==> config.mk <==
export PLATFORM = sky130hd
export DESIGN_NAME = avalon_st_packet_fifo
export DESIGN_NICKNAME = d
export VERILOG_FILES = /design/src/rtl/avalon_st_packet_fifo.sv
export SDC_FILE = /design/constraint.sdc
export NUM_CORES = 1
export LEC_CHECK = 0
export BUFFER_PORTS_ARGS = -buffer_cell sky130_fd_sc_hd__buf_2
export CORE_UTILIZATION = 55
export DETAILED_ROUTE_END_ITERATION = 10
export GPL_TIMING_DRIVEN = 0
export PLACE_DENSITY = 0.77
export SETUP_SLACK_MARGIN = 0.2
export SLEW_MARGIN = 10
export SYNTH_ARGS = -nofsm -noshare
export SYNTH_HDL_FRONTEND = slang
export SYNTH_SLANG_ARGS = --single-unit
==> constraint.sdc <==
create_clock -name clk -period 4.3 [get_ports clk]
set_input_delay 0.645 -clock clk [delete_from_list [all_inputs] [get_ports clk]]
set_output_delay 0.645 -clock clk [all_outputs]
set_load 0.03 [all_outputs]
==> src/rtl/avalon_st_packet_fifo.sv <==
`default_nettype none
// ============================================================================
//  Module      : avalon_st_packet_fifo
//  Description : Single-clock Avalon-ST packet FIFO with sop/eop sideband,
//                fill/packet counters, almost-full/almost-empty flags and an
//                optional store-and-forward mode with oversize fallback.
//  Revision    : 1.0 - initial release
// ============================================================================
module avalon_st_packet_fifo #(
   parameter int DATA_WIDTH             = 42,
   parameter int DEPTH                  = 16,
   parameter int ADDR_WIDTH             = 4,
   parameter int ALMOST_FULL_THRESHOLD  = 12,
   parameter int ALMOST_EMPTY_THRESHOLD = 2,
   parameter int STORE_AND_FORWARD      = 0
) (
   input  logic                  clk,
   input  logic                  reset_n,
   input  logic [DATA_WIDTH-1:0] in_data,
   input  logic                  in_valid,
   input  logic                  in_startofpacket,
   input  logic                  in_endofpacket,
   output logic                  in_ready,
   output logic [DATA_WIDTH-1:0] out_data,
   output logic                  out_valid,
   output logic                  out_startofpacket,
   output logic                  out_endofpacket,
   input  logic                  out_ready,
   output logic [ADDR_WIDTH:0]   fill_level,
   output logic [ADDR_WIDTH:0]   pkt_count,
   output logic                  almost_full,
   output logic                  almost_empty,
   output logic                  oversize
);

   localparam int                ENTRY_WIDTH = DATA_WIDTH + 2;
   localparam logic [ADDR_WIDTH:0] FULL_LEVEL = (ADDR_WIDTH+1)'(DEPTH);
   localparam logic [ADDR_WIDTH:0] AF_LEVEL   = (ADDR_WIDTH+1)'(ALMOST_FULL_THRESHOLD);
   localparam logic [ADDR_WIDTH:0] AE_LEVEL   = (ADDR_WIDTH+1)'(ALMOST_EMPTY_THRESHOLD);

   logic [ENTRY_WIDTH-1:0] mem [DEPTH];
   logic [ENTRY_WIDTH-1:0] head;
   logic [ADDR_WIDTH-1:0]  wr_ptr;
   logic [ADDR_WIDTH-1:0]  rd_ptr;
   logic [ADDR_WIDTH-1:0]  rd_next;
   logic                   push;
   logic                   pop;
   logic                   push_eop;
   logic                   pop_eop;
   logic [ADDR_WIDTH:0]    fill_after_pop;
   logic [ADDR_WIDTH:0]    fill_next;
   logic [ADDR_WIDTH:0]    pkt_after_pop;
   logic [ADDR_WIDTH:0]    pkt_next;
   logic                   release_ok;
   logic                   oversize_cond;
   logic                   next_out_valid;

   // Handshakes; in_ready comes from registered state only, so a full FIFO
   // never accepts a beat even when the head is being popped.
   assign in_ready = (fill_level != FULL_LEVEL);
   assign push     = in_valid & in_ready;
   assign pop      = out_valid & out_ready;
   assign push_eop = push & in_endofpacket;
   assign pop_eop  = pop & out_endofpacket;

   // Look-ahead read address so consecutive pops stream one beat per cycle.
   assign rd_next = rd_ptr + {{(ADDR_WIDTH-1){1'b0}}, pop};

   assign fill_after_pop = fill_level - {{ADDR_WIDTH{1'b0}}, pop};
   assign fill_next      = fill_after_pop + {{ADDR_WIDTH{1'b0}}, push};
   assign pkt_after_pop  = pkt_count - {{ADDR_WIDTH{1'b0}}, pop_eop};
   assign pkt_next       = pkt_after_pop + {{ADDR_WIDTH{1'b0}}, push_eop};

   generate
      if (STORE_AND_FORWARD != 0) begin : g_saf
         logic draining;
         logic draining_next;

         // A full FIFO with no complete packet can never see its eop, so the
         // packet is released cut-through instead of deadlocking.
         assign oversize_cond = (fill_level == FULL_LEVEL) && (pkt_count == '0) && !draining;
         assign draining_next = (draining | oversize_cond) & ~pop_eop;
         assign release_ok    = (pkt_after_pop != '0) | draining_next;

         // Draining flag: held from the oversize event until that packet's eop leaves.
         always_ff @(posedge clk or negedge reset_n) begin
            if (!reset_n) begin
               draining <= 1'b0;
            end else begin
               draining <= draining_next;
            end
         end
      end else begin : g_ct
         assign oversize_cond = 1'b0;
         assign release_ok    = 1'b1;
      end
   endgenerate

   // A beat written on this edge is not readable from the RAM until the next
   // edge, so validity is based on the occupancy left after this cycle's pop.
   assign next_out_valid = (fill_after_pop != '0) & release_ok;

   // Control state: pointers, counters, output valid and the oversize pulse.
   always_ff @(posedge clk or negedge reset_n) begin
      if (!reset_n) begin
         wr_ptr     <= '0;
         rd_ptr     <= '0;
         fill_level <= '0;
         pkt_count  <= '0;
         out_valid  <= 1'b0;
         oversize   <= 1'b0;
      end else begin
         if (push) begin
            wr_ptr <= wr_ptr + ADDR_WIDTH'(1);
         end
         rd_ptr     <= rd_next;
         fill_level <= fill_next;
         pkt_count  <= pkt_next;
         out_valid  <= next_out_valid;
         oversize   <= oversize_cond;
      end
   end

   // Storage write and registered head read; contents need no reset.
   always_ff @(posedge clk) begin
      if (push) begin
         mem[wr_ptr] <= {in_startofpacket, in_endofpacket, in_data};
      end
      head <= mem[rd_next];
   end

   assign out_data          = head[DATA_WIDTH-1:0];
   assign out_endofpacket   = head[DATA_WIDTH];
   assign out_startofpacket = head[DATA_WIDTH+1];

   assign almost_full  = (fill_level >= AF_LEVEL);
   assign almost_empty = (fill_level <= AE_LEVEL);

endmodule
`default_nettype wire

[Word level (Yosys, flattened, before mapping)]
Memory sizes are Yosys's and may differ from the RTL's. A register that Yosys moved wholly into a read port is not among the register bits.
Index checks and enable logic that the tools add are counted.
Operators by class
  magnitude comparators: 2
  add/sub/neg operators: 6
  bitwise operators: 4
  equality and inequality tests: 1
  reductions and logical operators: 1
  mux-type cells: 2
Operators with widths (number)
  5-bit by 1-bit adder with 5-bit output: 2
  5-bit by 1-bit subtractor with 5-bit output: 2
  5-bit by 4-bit >= comparator with 1-bit output, second input constant: 1
  5-bit by 2-bit less-or-equal comparator with 1-bit output, second input constant: 1
  5-bit inequality test, second input constant: 1
  5-bit nonzero test: 1
  4-bit by 1-bit adder with 4-bit output: 1
  4-bit by 1-bit adder with 4-bit output, second input constant: 1
  1-bit AND: 4
  1-bit 2-to-1 mux: 2
Storage, ports and cells
  register bits after elaboration: 19
  memory bits (writable): 704
  logic and storage cells: 22
  output and inout port bits: 59
  input port bits: 48
  memories: 1
Memories
  mem: words 16, width 44, rd ports 1, clocked after memory_dff 1, write ports 1, RTL line 41  | logic [ENTRY_WIDTH-1:0] mem [DEPTH];

[Depth between registers and ports, before layout]
Gate-level depths: netlist of run 1.
  depth in word-level cells: 4
  mapped depth: 14
  depth with buffers taken out: 12

[Worst setup path before layout of run 1]
Ideal clock, no wire load.
  path type: reg2reg
  start: reg fill_level[2]
  end: mem mem[12][0] (netlist bit), enable pin
  cell stages (with the launch flop): 7
  data arrival time: 3.147 ns
  data required time: 3.854 ns
  setup slack: 0.708 ns
  library setup time: 0.446 ns
  path buffers: 2
  clock period less this slack: 3.592 ns
  cells stage by stage: dfrtp_1 buf_2 nor4_1 a21boi_1 buf_2 nand3_1 nor2_1
On the way
  word-level cells in the longest chain between the ends: 4
RTL lines
  from (decl): RTL line 29  | output logic [ADDR_WIDTH:0] fill_level,
  from (signal assigned): RTL line 117  | fill_level <= fill_next;
  5-bit inequality test: RTL line 60  | assign in_ready = (fill_level != FULL_LEVEL);
  1-bit AND: RTL line 61  | assign push = in_valid & in_ready;
  net push: RTL line 46  | logic push;
  1-bit 2-to-1 mux: RTL line 126  | if (push) begin
  1-bit 2-to-1 mux (implied by the code): RTL line 127  | mem[wr_ptr] <= {in_startofpacket, in_endofpacket, in_data};
  to (decl): RTL line 41
The timed path passes the listed nets, and every way through them passes these cells.

[Worst setup path in the final report of run 1]
  start: reg out_valid
  end: reg head[43] (read register of mem)
On the way
  word-level cells in the longest chain between the ends: 2
RTL lines
  from (decl): RTL line 25  | output logic out_valid,
  from (signal assigned): RTL line 119  | out_valid <= next_out_valid;
  1-bit AND: RTL line 62  | assign pop = out_valid & out_ready;
  4-bit by 1-bit adder with 4-bit output: RTL line 67  | assign rd_next = rd_ptr + {{(ADDR_WIDTH-1){1'b0}}, pop};
  net rd_next[1]: RTL line 45  | logic [ADDR_WIDTH-1:0] rd_next;
  to (decl): RTL line 42  | logic [ENTRY_WIDTH-1:0] head;
The timed path passes the listed nets, and every way through them passes these cells.
A chain may end at the register's enable or synchronous reset.

==> summary.txt, run 1 <==
Yosys
  • Flops & latches, synth: 767
  • Share of flip-flops with an asynchronous set or reset: 2.48%
  • Post-synth top area cell: edfxtp_1
  • XOR/XNOR Fraction of Synth Area: 0.478%
  • Synthesized instance count: 1227
  • Register area share after synthesis: 78.1%
  • Cell variety after synth: 32
  • Largest family of logic cells by synthesized area: multiplexers
  • Ys flop type: edfxtp_1
  • Synth area leaders: edfxtp_1, mux4_2, mux2i_1
  • Synth Area in Simple Gates: 0.712%
  • Top-area cell type share of the netlist area: 73.4%
  • Synthesized Nets: 1291
  • Post-synth EDFFs: 704
  • Mux contribution to synthesized area: 18.4%
  • Mapped Area: 28800 um2
  • Ys Warns: 0
  • Compound-gate portion of the synthesized area: 0.235%
  • Adder-cell share of the synthesized area: 0.721%
  • Average size of a mapped cell: 23.5 um2

Finish
  • Final core occ: 64.2%
  • FILL cells: 3312
  • Final Net Count: 1488
  • Multi-input gate area: 5970 um2
  • FF/Latch Area: 22500 um2
  • Share of post-route cells with drive strength above 1: 31.3%
  • P&R area growth vs syn: 14.8%

Worst setup path
  • Critical-path top delay cell: clkbuf_1
  • Critical path class: reg -> reg
  • Critical path fanouts, max: 10
  • Crit start category: register
  • Endpoint class of the critical path: register
  • Worst endpoint required time: 4750 ps
  • Crit-path cells: and2_1 -> ha_1 -> ha_1 -> buf_2 -> buf_4 -> clkbuf_1 -> mux4_2 -> mux2i_1 -> mux2i_1
  • Max stage delay on crit path: 680 ps
  • R2R cell count: 9
  • Critical Path AT: 3600 ps

STA
  • Fmax: 318 MHz
  • Max Slew Vio Count: 0
  • Final-report hold violation count: 0
  • Final period util: 73.1%
  • Worst slew pin tran: 917 ps
  • Slew HR: 38.9%
  • Fin crit period: 3140 ps
  • Post-Route Setup TNS: 0 ps
  • # setup viols final: 0
  • Clk_skew: 17.4 ps
  • RSZ-0062 raised after global routing: false

Die
  • Core Rows: 83
  • I/O pin cnt: 107
  • Die area: 53300 um2
  • Starting density of the core: 55.9%
  • Chip width: 231 um
  • Core area: 51500 um2
  • Chip Height: 231 um

GRT
  • Global-route wire length before repair: 87.1 mm
  • Vias in the first global route: 13800
  • Initial antenna violation count: 4
  • Largest net degree at the start of global routing: 45
  • Tot GR Track Use: 22.8%
  • Total gr overflow: 0

Clocking
  • H-tree levels: 3
  • Clock-pin slew on the worst setup and hold paths: 60 ps
  • TritonCTS clock tree: built
  • Root Buffer: clkbuf_16
  • Max clock buf depth: 3
  • PostCTS Resize Cnt: 0
  • Clk sinks: 767
  • Postcts setup bufs: 0
  • Cts hold-fix bufs: 1
  • Total CTS buffers: 77
  • Clk_lat worst skew: 620 ps

Run
  • Total of max-cap violations: 0

Routing
  • Post-route DRC: 0
  • Total Routed Length: 58.8 mm
  • Top layer in use: met5
  • Post-route antenna net violation count: 0
  • DR WL met2: 29.8 mm
  • Initial DRT Pass Iterations: 5
  • Vias per cell: 6.06
  • Initial DRC Count: 1286
  • WL met1: 23.7 mm
  • Via count: 13100
  • DR WL met3: 3.63 mm
  • Post-DR wirelength/cell: 27.1 um

Power
  • Switching power: 8100 uW
  • Clock network fraction of total power: 26.4%
  • Seq pwr share: 37.6%
  • Pwr/cell area: 762 nW/um2
  • Internal power: 17100 uW
  • Switching part of the total: 32.2%
  • Worst vdd ir: 0.422 mV
  • Comb power frac: 35.9%
  • Pleak: 0.0112 uW

Worst hold path
  • WHS Path Cells: 1
  • HP Class: in -> reg

Status
  • Status: complete, no violations

Placement
  • IO Port Bufs: 105
  • Post-DP HPWL: 32.2 mm
  • Gpl congestion: 0.742
-- cells in the mapped netlist (4+ instances only) --
| library cell | n |
|---|---|
| buf_4 | 19 |
| inv_1 | 18 |
| ha_1 | 15 |
| xnor2_1 | 12 |
| edfxtp_1 | 704 |
| nor2_1 | 6 |
| nand2_1 | 4 |
| dfrtp_1 | 19 |
| mux2i_1 | 132 |
| mux4_2 | 176 |
| and2_1 | 13 |
| buf_2 | 24 |
| clkbuf_1 | 11 |
| dfxtp_1 | 44 |
-- power by group through the flow --
stage | registers (uW) | clock network (uW) | logic, uW
detailed placement | 9610 | 0 | 9090
CTS | 9480 | 6740 | 9200
global placement | 9620 | 0 | 8830
global route | 9540 | 7020 | 9620
floorplan | 10100 | 0 | 5930
finish | 9470 | 6660 | 9050
-- flip-flops by register name (all words and copies together), names as in the netlist --
name        cells
fill_level      5
head           44
mem           704
out_valid       1
pkt_count       5
rd_ptr          4
wr_ptr          4
-- logic make-up after synthesis --
logic type,Yosys count
flops,767
mux,308
buf+inv,75
simple gates,36
fa+ha+maj,16
xor+xnor,14
compound gates,10
other cells,1
-- cell type report --
| class | count | share of cell area (%) |
|---|---|---|
| Antenna cell | 2 | 0.0151 |
| Buffer | 56 | 0.988 |
| Clock buffer | 96 | 6.24 |
| Clock inverter | 43 | 1.32 |
| Inverter | 19 | 0.216 |
| Multi-Input combinational cell | 385 | 18.1 |
| Sequential cell | 767 | 68.1 |
| Tap cell | 680 | 2.57 |
| Timing Repair Buffer | 118 | 2.53 |
-- cells in the final DEF, fill, tap and decap left out, drive strengths merged, types with 2 or more instances in the layout --
| cell type | instances |
|---|---|
| nor3b | 3 |
| a21oi | 3 |
| mux4 | 176 |
| dfxtp | 44 |
| clkinv | 27 |
| buf | 162 |
| edfxtp | 704 |
| bufinv | 8 |
| mux2i | 132 |
| clkinvlp | 4 |
| inv | 23 |
| diode | 2 |
| xnor2 | 12 |
| xor2 | 2 |
| dfrtp | 19 |
| and2 | 13 |
| nand2 | 4 |
| and3b | 2 |
| a21o | 3 |
| ha | 15 |
| nand4 | 2 |
| clkbuf | 107 |
| nor2 | 6 |
| nand3 | 3 |
-- worst max-delay path, delay by kind of cell, from the launching register on --
family | cells | cell delay [ps]
multiplexers | 3 | 740
AND/OR/NAND/NOR | 1 | 240
flip-flops | 1 | 390
adder cells (fa/ha/maj) | 2 | 530
buffers and inverters | 3 | 1080
-- metrics by stage --
stage | hold WS, ps | power, uW | instances | setup slack [ps] | area, um2
finish | 398 | 25200 | 2166 | 1160 | 33100
global route | 383 | 26200 | 2166 | 1050 | 33100
CTS | 360 | 25400 | 2164 | 1150 | 33000
detailed placement | 491 | 18700 | 2024 | 846 | 30500
global placement | 487 | 18500 | 2012 | -1500 | 30200
floorplan | 349 | 16000 | 1227 | 708 | 28800
-- metal layers --
metal	global-route usage, %	vias to the layer above
met2	37.7	548
met4	8.34	4
met1	30.5	6914
met3	4.26	136
li1	-	5518
met5	0	-
-- worst paths after layout --
check	from	end	slack [ps]
max	out_valid	head[43]	1160
min	in_data[0]	mem[4][0]	400
max reg2reg	out_valid	head[43]	1160
min reg2reg	rd_ptr[0]	rd_ptr[0]	500
max in group asynchronous	reset_n	rd_ptr[1]	3430
min in group asynchronous	reset_n	fill_level[4]	540
Power figures use the tool's default switching activity.
==> run 2, diff against run 1 <==
- clock period: 4.3 -> 3 ns (I/O delays scaled with it)
==> run 2 against run 1 <==
  * Worst hold slack got worse by 190 ps
  * Setup slack got worse by 910 ps
  * Utilization increased by 0.51 points
==> summary.txt, run 2 (synthesized netlist as in run 1, its figures left out) <==
Status
  • Status: complete, no violations

Clocking
  • Total CTS buffers: 76 (-1.3%)
  • Clock-pin slew on the worst setup and hold paths: 60 ps (about the same)
  • H-tree levels: 3 (unchanged)
  • TritonCTS clock tree: built
  • Root Buffer: clkbuf_16
  • Clk_lat worst skew: 610 ps (about the same)
  • Clk sinks: 767 (unchanged)
  • Max clock buf depth: 3 (unchanged)

Worst setup path
  • Critical path class: reg -> reg
  • Endpoint class of the critical path: register
  • Worst endpoint required time: 3470 ps (-1280 ps)
  • Crit start category: register
  • Critical Path AT: 3220 ps (-380 ps)
  • Critical path fanouts, max: 10 (unchanged)

Finish
  • Final Net Count: 1495 (+0.47%)
  • P&R area growth vs syn: 15.7%
  • Final Non-Filler Cells: 2171 (+0.23%)
  • Most common cell after layout, fill and taps aside: edfxtp_1
  • Regs by FF count: mem x704, head x44
  • Top reg by flops: mem
  • Share of post-route cells with drive strength above 1: 33.0% (+1.8 points)
  • Max reg flops: 704 (unchanged)
  • Commonest cells after routing, fill and taps aside: edfxtp_1, mux4_2, mux2i_1

Die
  • Chip Height: 231 um (unchanged)
  • Core area: 51500 um2 (unchanged)
  • Chip width: 231 um (unchanged)
  • Die area: 53300 um2 (unchanged)
  • Starting density of the core: 55.9% (unchanged)
  • Core Rows: 83 (unchanged)
  • I/O pin cnt: 107 (unchanged)

Routing
  • Post-route antenna net violation count: 0 (unchanged)
  • Post-DR wirelength/cell: 27.9 um (+2.7%)
  • Post-route DRC: 0 (unchanged)
  • Initial DRT Pass Iterations: 5 (unchanged)
  • Via count: 13200 (+0.46%)
  • Total Routed Length: 60.5 mm (+3.0%)
  • Vias per cell: 6.07 (+0.23%)
  • Initial DRC Count: 1344 (+4.5%)

GRT
  • Vias in the first global route: 14000 (+1.0%)
  • Tot GR Track Use: 23.6% (+0.84 points)
  • Global-route wire length before repair: 89.8 mm (+3.1%)
  • Total gr overflow: 0 (unchanged)
  • Largest net degree at the start of global routing: 45 (unchanged)
  • Initial antenna violation count: 5 (+1)

STA
  • # setup viols final: 0 (unchanged)
  • Worst slew pin tran: 867 ps (-49.7 ps)
  • Fin crit period: 2760 ps (-388 ps)
  • Final-report hold violation count: 0 (unchanged)
  • Final period util: 91.9% (+19 points)
  • Hold WS: 203 ps (-195 ps)
  • Clk_skew: 12.9 ps (-4.55 ps)
  • Fmax: 363 MHz (+14%)
  • Max Slew Vio Count: 0 (unchanged)
  • RSZ-0062 raised after global routing: true
  • Slew HR: 42.2% (+3.3 points)

Power
  • Clock network fraction of total power: 26.4% (about the same)
  • Pwr/cell area: 1100 nW/um2 (+44%)
  • Switching power: 11700 uW (+45%)
  • Total power: 36500 uW (+45%)
  • Internal power: 24800 uW (+45%)
  • Worst vdd ir: 0.691 mV (+64%)
  • Comb power frac: 36.4% (+0.5 points)
  • Seq pwr share: 37.2% (-0.4 points)
  • Pleak: 0.0114 uW (+1.3%)
  • Switching part of the total: 32.1% (-0.044 points)

Placement
  • IO Port Bufs: 105 (unchanged)
  • Placed cells: 2028 (+0.20%)
  • Gpl congestion: 0.731 (-1.6%)
  • Post-DP HPWL: 33.2 mm (+3.1%)

Run
  • Total of max-cap violations: 0 (unchanged)

Worst hold path
  • HP Class: in -> reg
run 2: final timing paths:
kind,endpoint,cells after the start,from,slack (ps)
max in group asynchronous,pkt_count[1],2,reset_n,2320
min in group asynchronous,rd_ptr[2],2,reset_n,340
hold reg to reg,pkt_count[0],1,pkt_count[0],520
hold / removal,mem[9][0],1,in_data[0],200
setup reg to reg,head[37],8,out_valid,240
setup / recovery,head[37],8,out_valid,240
run 2: per-layer routing:
metal | track usage, % | vias up | share of wire [%]
met5 | 0 | - | 0.064
met4 | 8.57 | 6 | 3.1
met3 | 4.41 | 139 | 6.3
met2 | 40.6 | 515 | 52
met1 | 30.2 | 6984 | 38
li1 | - | 5537 | -
run 2: area by class of cell:
| type | instances | area, um2 |
|---|---|---|
| multi-input cells | 385 | 6000 |
| clock buffers | 97 | 2130 |
| clock inverters | 39 | 399 |
| well taps | 680 | 851 |
| inverters | 19 | 71.3 |
| flip-flops and latches | 767 | 22500 |
| repair buffers | 126 | 968 |
| fillers | 3332 | 18200 |
| plain buffers | 56 | 390 |
| diodes | 2 | 5.00 |
run 2: timing repair:
item	4_1_cts	5_1_grt
gates cloned	0	0
endpoints found under the hold margin	19	0
pin swaps	3	0
endpoints found under the setup margin	98	31
gates resized for setup	19	17
hold buffers	1	0
buffers inserted	4	0
run 2: power by group through the flow:
stage	Sequential (uW)	Clock [uW]	Combinational (uW)
4_1_cts	13600	9730	13400
3_3_place_gp	13800	0	12700
2_1_floorplan	14500	0	8520
3_5_place_dp	13800	0	13200
5_1_grt	13700	10100	14100
6_report	13600	9640	13300
run 2: stage by stage:
| step | util, % | instance area (um2) | setup TNS [ps] | setup WS (ps) |
|---|---|---|---|---|
| 2_1_floorplan | - | 28800 | 0 | 70.9 |
| 3_3_place_gp | 58.6 | 30200 | -303940 | -1060 |
| 3_5_place_dp | 59.5 | 30600 | -7810 | -316 |
| 4_1_cts | 64.6 | 33300 | 0 | 202 |
| 5_1_grt | 64.7 | 33300 | 0 | 173 |
| 6_report | 64.7 | 33300 | 0 | 244 |
run 2: worst max-delay path, stage by stage, from the launching register on:
cell and delay [ps]:
dfrtp_1 390, and2_1 250, ha_1 350, buf_2 200, buf_6 210, buf_4 280, mux4_2 540, mux2i_1 240
mux2i_1 160
==> run 3, diff against run 2 <==
- PLACE_DENSITY: 0.77 -> 0.82
==> run 3 against run 2 <==
  * Sequential share of layout area increased by 0.43 points
  * Highest routed layer unchanged
  * Largest power group unchanged
  * Sequential cell count did not move
  * Largest cell class unchanged
  * Critical path type unchanged
  * Clock skew is 8.7 ps higher
  * Setup slack improved by 16 ps
  * Via count is 1.9% higher
==> summary.txt, run 3 (synthesized netlist as in run 1, its figures left out) <==
Finish
  • Most common cell after layout, fill and taps aside: edfxtp_1
  • P&R area growth vs syn: 14.9%
  • FILL cells: 3212 (-3.6%)
  • Max reg flops: 704 (unchanged)
  • Regs by FF count: mem x704, head x44
  • Top reg by flops: mem
  • Share of post-route cells with drive strength above 1: 32.7% (-0.34 points)
  • Final Net Count: 1487 (-0.54%)
  • Commonest cells after routing, fill and taps aside: edfxtp_1, mux4_2, mux2i_1
  • FF/Latch Area: 22500 um2 (unchanged)
  • Final Non-Filler Cells: 2167 (-0.18%)
  • Multi-input gate area: 6010 um2 (+0.29%)

GRT
  • Tot GR Track Use: 23.9% (+0.26 points)
  • Largest net degree at the start of global routing: 45 (unchanged)
  • Most Crowded Layer GR: met2
  • Global-route wire length before repair: 90.8 mm (+1.1%)
  • Total gr overflow: 0 (unchanged)
  • M3 GR Usage: 4.06% (-0.35 points)
  • Initial antenna violation count: 4 (-1)
  • Met1 Usage GRT: 30.4% (+0.18 points)
  • Vias in the first global route: 14200 (+1.7%)
  • Grt met2 use: 40.8% (+0.23 points)

STA
  • Worst slew pin tran: 902 ps (+35.4 ps)
  • Clk_skew: 21.6 ps (+8.71 ps)
  • Slew HR: 39.9% (-2.4 points)
  • Final period util: 91.4% (-0.52 points)
  • Fmax: 365 MHz (+0.57%)
  • Post-Route Setup TNS: 0 ps (unchanged)
  • # setup viols final: 0 (unchanged)
  • Max Slew Vio Count: 0 (unchanged)
  • Final-report hold violation count: 0 (unchanged)
  • Hold WS: 193 ps (-10.0 ps)
  • Fin crit period: 2740 ps (-15.5 ps)
  • Fin worst setup slack: 259 ps (+15.5 ps)
  • RSZ-0062 raised after global routing: true

Die
  • Chip width: 231 um (unchanged)
  • Starting density of the core: 55.9% (unchanged)
  • Chip Height: 231 um (unchanged)
  • Core Rows: 83 (unchanged)
  • Die area: 53300 um2 (unchanged)
  • I/O pin cnt: 107 (unchanged)
  • Core area: 51500 um2 (unchanged)

Placement
  • Placed cells: 2020 (-0.39%)
  • Setup WS pre-CTS: -292 ps (+24.4 ps)
  • IO Port Bufs: 105 (unchanged)
  • Post-DP HPWL: 32.6 mm (-1.9%)
  • Gpl congestion: 0.759 (+3.9%)

Clocking
  • Max clock buf depth: 3 (unchanged)
  • Root Buffer: clkbuf_16
  • Clk sinks: 767 (unchanged)
  • Clock-pin slew on the worst setup and hold paths: 60 ps (about the same)
  • Clk_lat worst skew: 630 ps (+20 ps)
  • TritonCTS clock tree: built
  • Total CTS buffers: 77 (+1.3%)
  • H-tree levels: 3 (unchanged)

Power
  • Worst vdd ir: 0.592 mV (-14%)
  • Internal power: 24500 uW (-1.0%)
  • Comb power frac: 36.5% (about the same)
  • Pwr/cell area: 1100 nW/um2 (+0.55%)
  • Pleak: 0.0113 uW (-0.82%)
  • Switching part of the total: 32.8% (+0.64 points)
  • Switching power: 11900 uW (+1.9%)
  • Seq pwr share: 37.4% (+0.2 points)
  • Total power: 36500 uW (about the same)
  • Clock network fraction of total power: 26.1% (-0.3 points)

Run
  • Total of max-cap violations: 0 (unchanged)

Worst setup path
  • R2R cell count: 9 (+1)
  • FF-to-FF setup slack: 260 ps (+20 ps)
  • Critical Path AT: 3200 ps (-20 ps)
  • Reg-to-Reg Start: out_valid
  • Worst endpoint required time: 3460 ps (about the same)
  • Crit start category: register
  • Crit-path cells: and2_1 -> ha_1 -> ha_1 -> buf_2 -> buf_4 -> clkbuf_4 -> mux4_2 -> mux2i_1 -> mux2i_1
  • CP Buf/Inv Count: 3 (unchanged)
  • Critical path class: reg -> reg
  • Crit Reg-Reg Endpoint: head[0]
  • Critical path's top delay family: multiplexers
  • Critical-path top delay cell: dfrtp_1
  • Endpoint class of the critical path: register
  • Max stage delay on crit path: 380 ps (-160 ps)
  • Critical path fanouts, max: 10 (unchanged)

Worst hold path
  • HP Class: in -> reg
  • WHS Path Cells: 1 (unchanged)
  • Hold Path Origin: in_data[21]
  • Hold Crit Endpoint: mem[3][21]

Routing
  • Post-DR wirelength/cell: 28.9 um (+3.6%)
  • Total Routed Length: 62.6 mm (+3.4%)
  • Initial DRT Pass Iterations: 5 (unchanged)
  • Initial DRC Count: 1575 (+17%)
  • Post-route DRC: 0 (unchanged)
  • Vias per cell: 6.20 (+2.1%)
  • Post-route antenna net violation count: 0 (unchanged)
  • Via count: 13400 (+1.9%)

Status
  • Status: complete, no violations
[run 3: cell count changes in the layout (fill, tap and decap cells not counted), moves of 2 or more]
cell       before  now
buf_12          5    0
buf_16         11    8
buf_2         123  125
buf_4          22   20
bufinv_16       8    4
clkbuf_1        9   15
clkbuf_16      79   81
clkbuf_4       11    7
clkinv_2       13   15
[run 3: worst max path at each step]
stage	cells past startpoint	to	from
finish	9	head[0]	out_valid
floorplan	6	mem[12][0]	fill_level[2]
global placement	6	mem[14][30]	fill_level[2]
global route	9	head[40]	out_valid
detailed placement	10	head[40]	out_ready
CTS	6	head[23]	out_valid
[run 3: metal layers]
metal  share of wire [%]  vias to the layer above
li1                    -                     5508
met1                  37                     7040
met2                  52                      732
met4                 3.2                        2
met5               0.021                        -
met3                 7.8                      150
[run 3: cell type report]
cell class / instances / share of cell area [%]
timing repair buffer: 116 / 2.33
tap: 680 / 2.57
inverter: 19 / 0.215
sequential: 767 / 68.0
clock buffer: 104 / 6.63
multi-input combinational: 386 / 18.2
buffer: 56 / 1.17
clock inverter: 38 / 0.949
antenna: 1 / 0.00756
[run 3: through the flow]
| stage | util (%) | area, um2 |
|---|---|---|
| after floorplan | - | 28800 |
| after CTS | 64.1 | 33000 |
| after detailed placement | 59.1 | 30500 |
| after global placement | 58.6 | 30200 |
| final | 64.3 | 33100 |
| after global routing | 64.3 | 33100 |
[run 3: timing repair]
action                                 in CTS  in global routing
setup endpoints to repair                  70                193
endpoints found under the hold margin      19                  0
resized for setup                          18                 19
pin swaps                                   2                  0
gates cloned                                0                  1
setup buffers                               2                  0
hold buffers                                1                  0
[run 3: power by group through the flow]
stage / clock network [uW] / logic, uW / registers, uW
after floorplan: 0 / 8520 / 14500
after global placement: 0 / 12600 / 13700
after detailed placement: 0 / 13000 / 13800
after CTS: 9600 / 13300 / 13600
after global routing: 9990 / 14100 / 13700
final: 9520 / 13300 / 13600
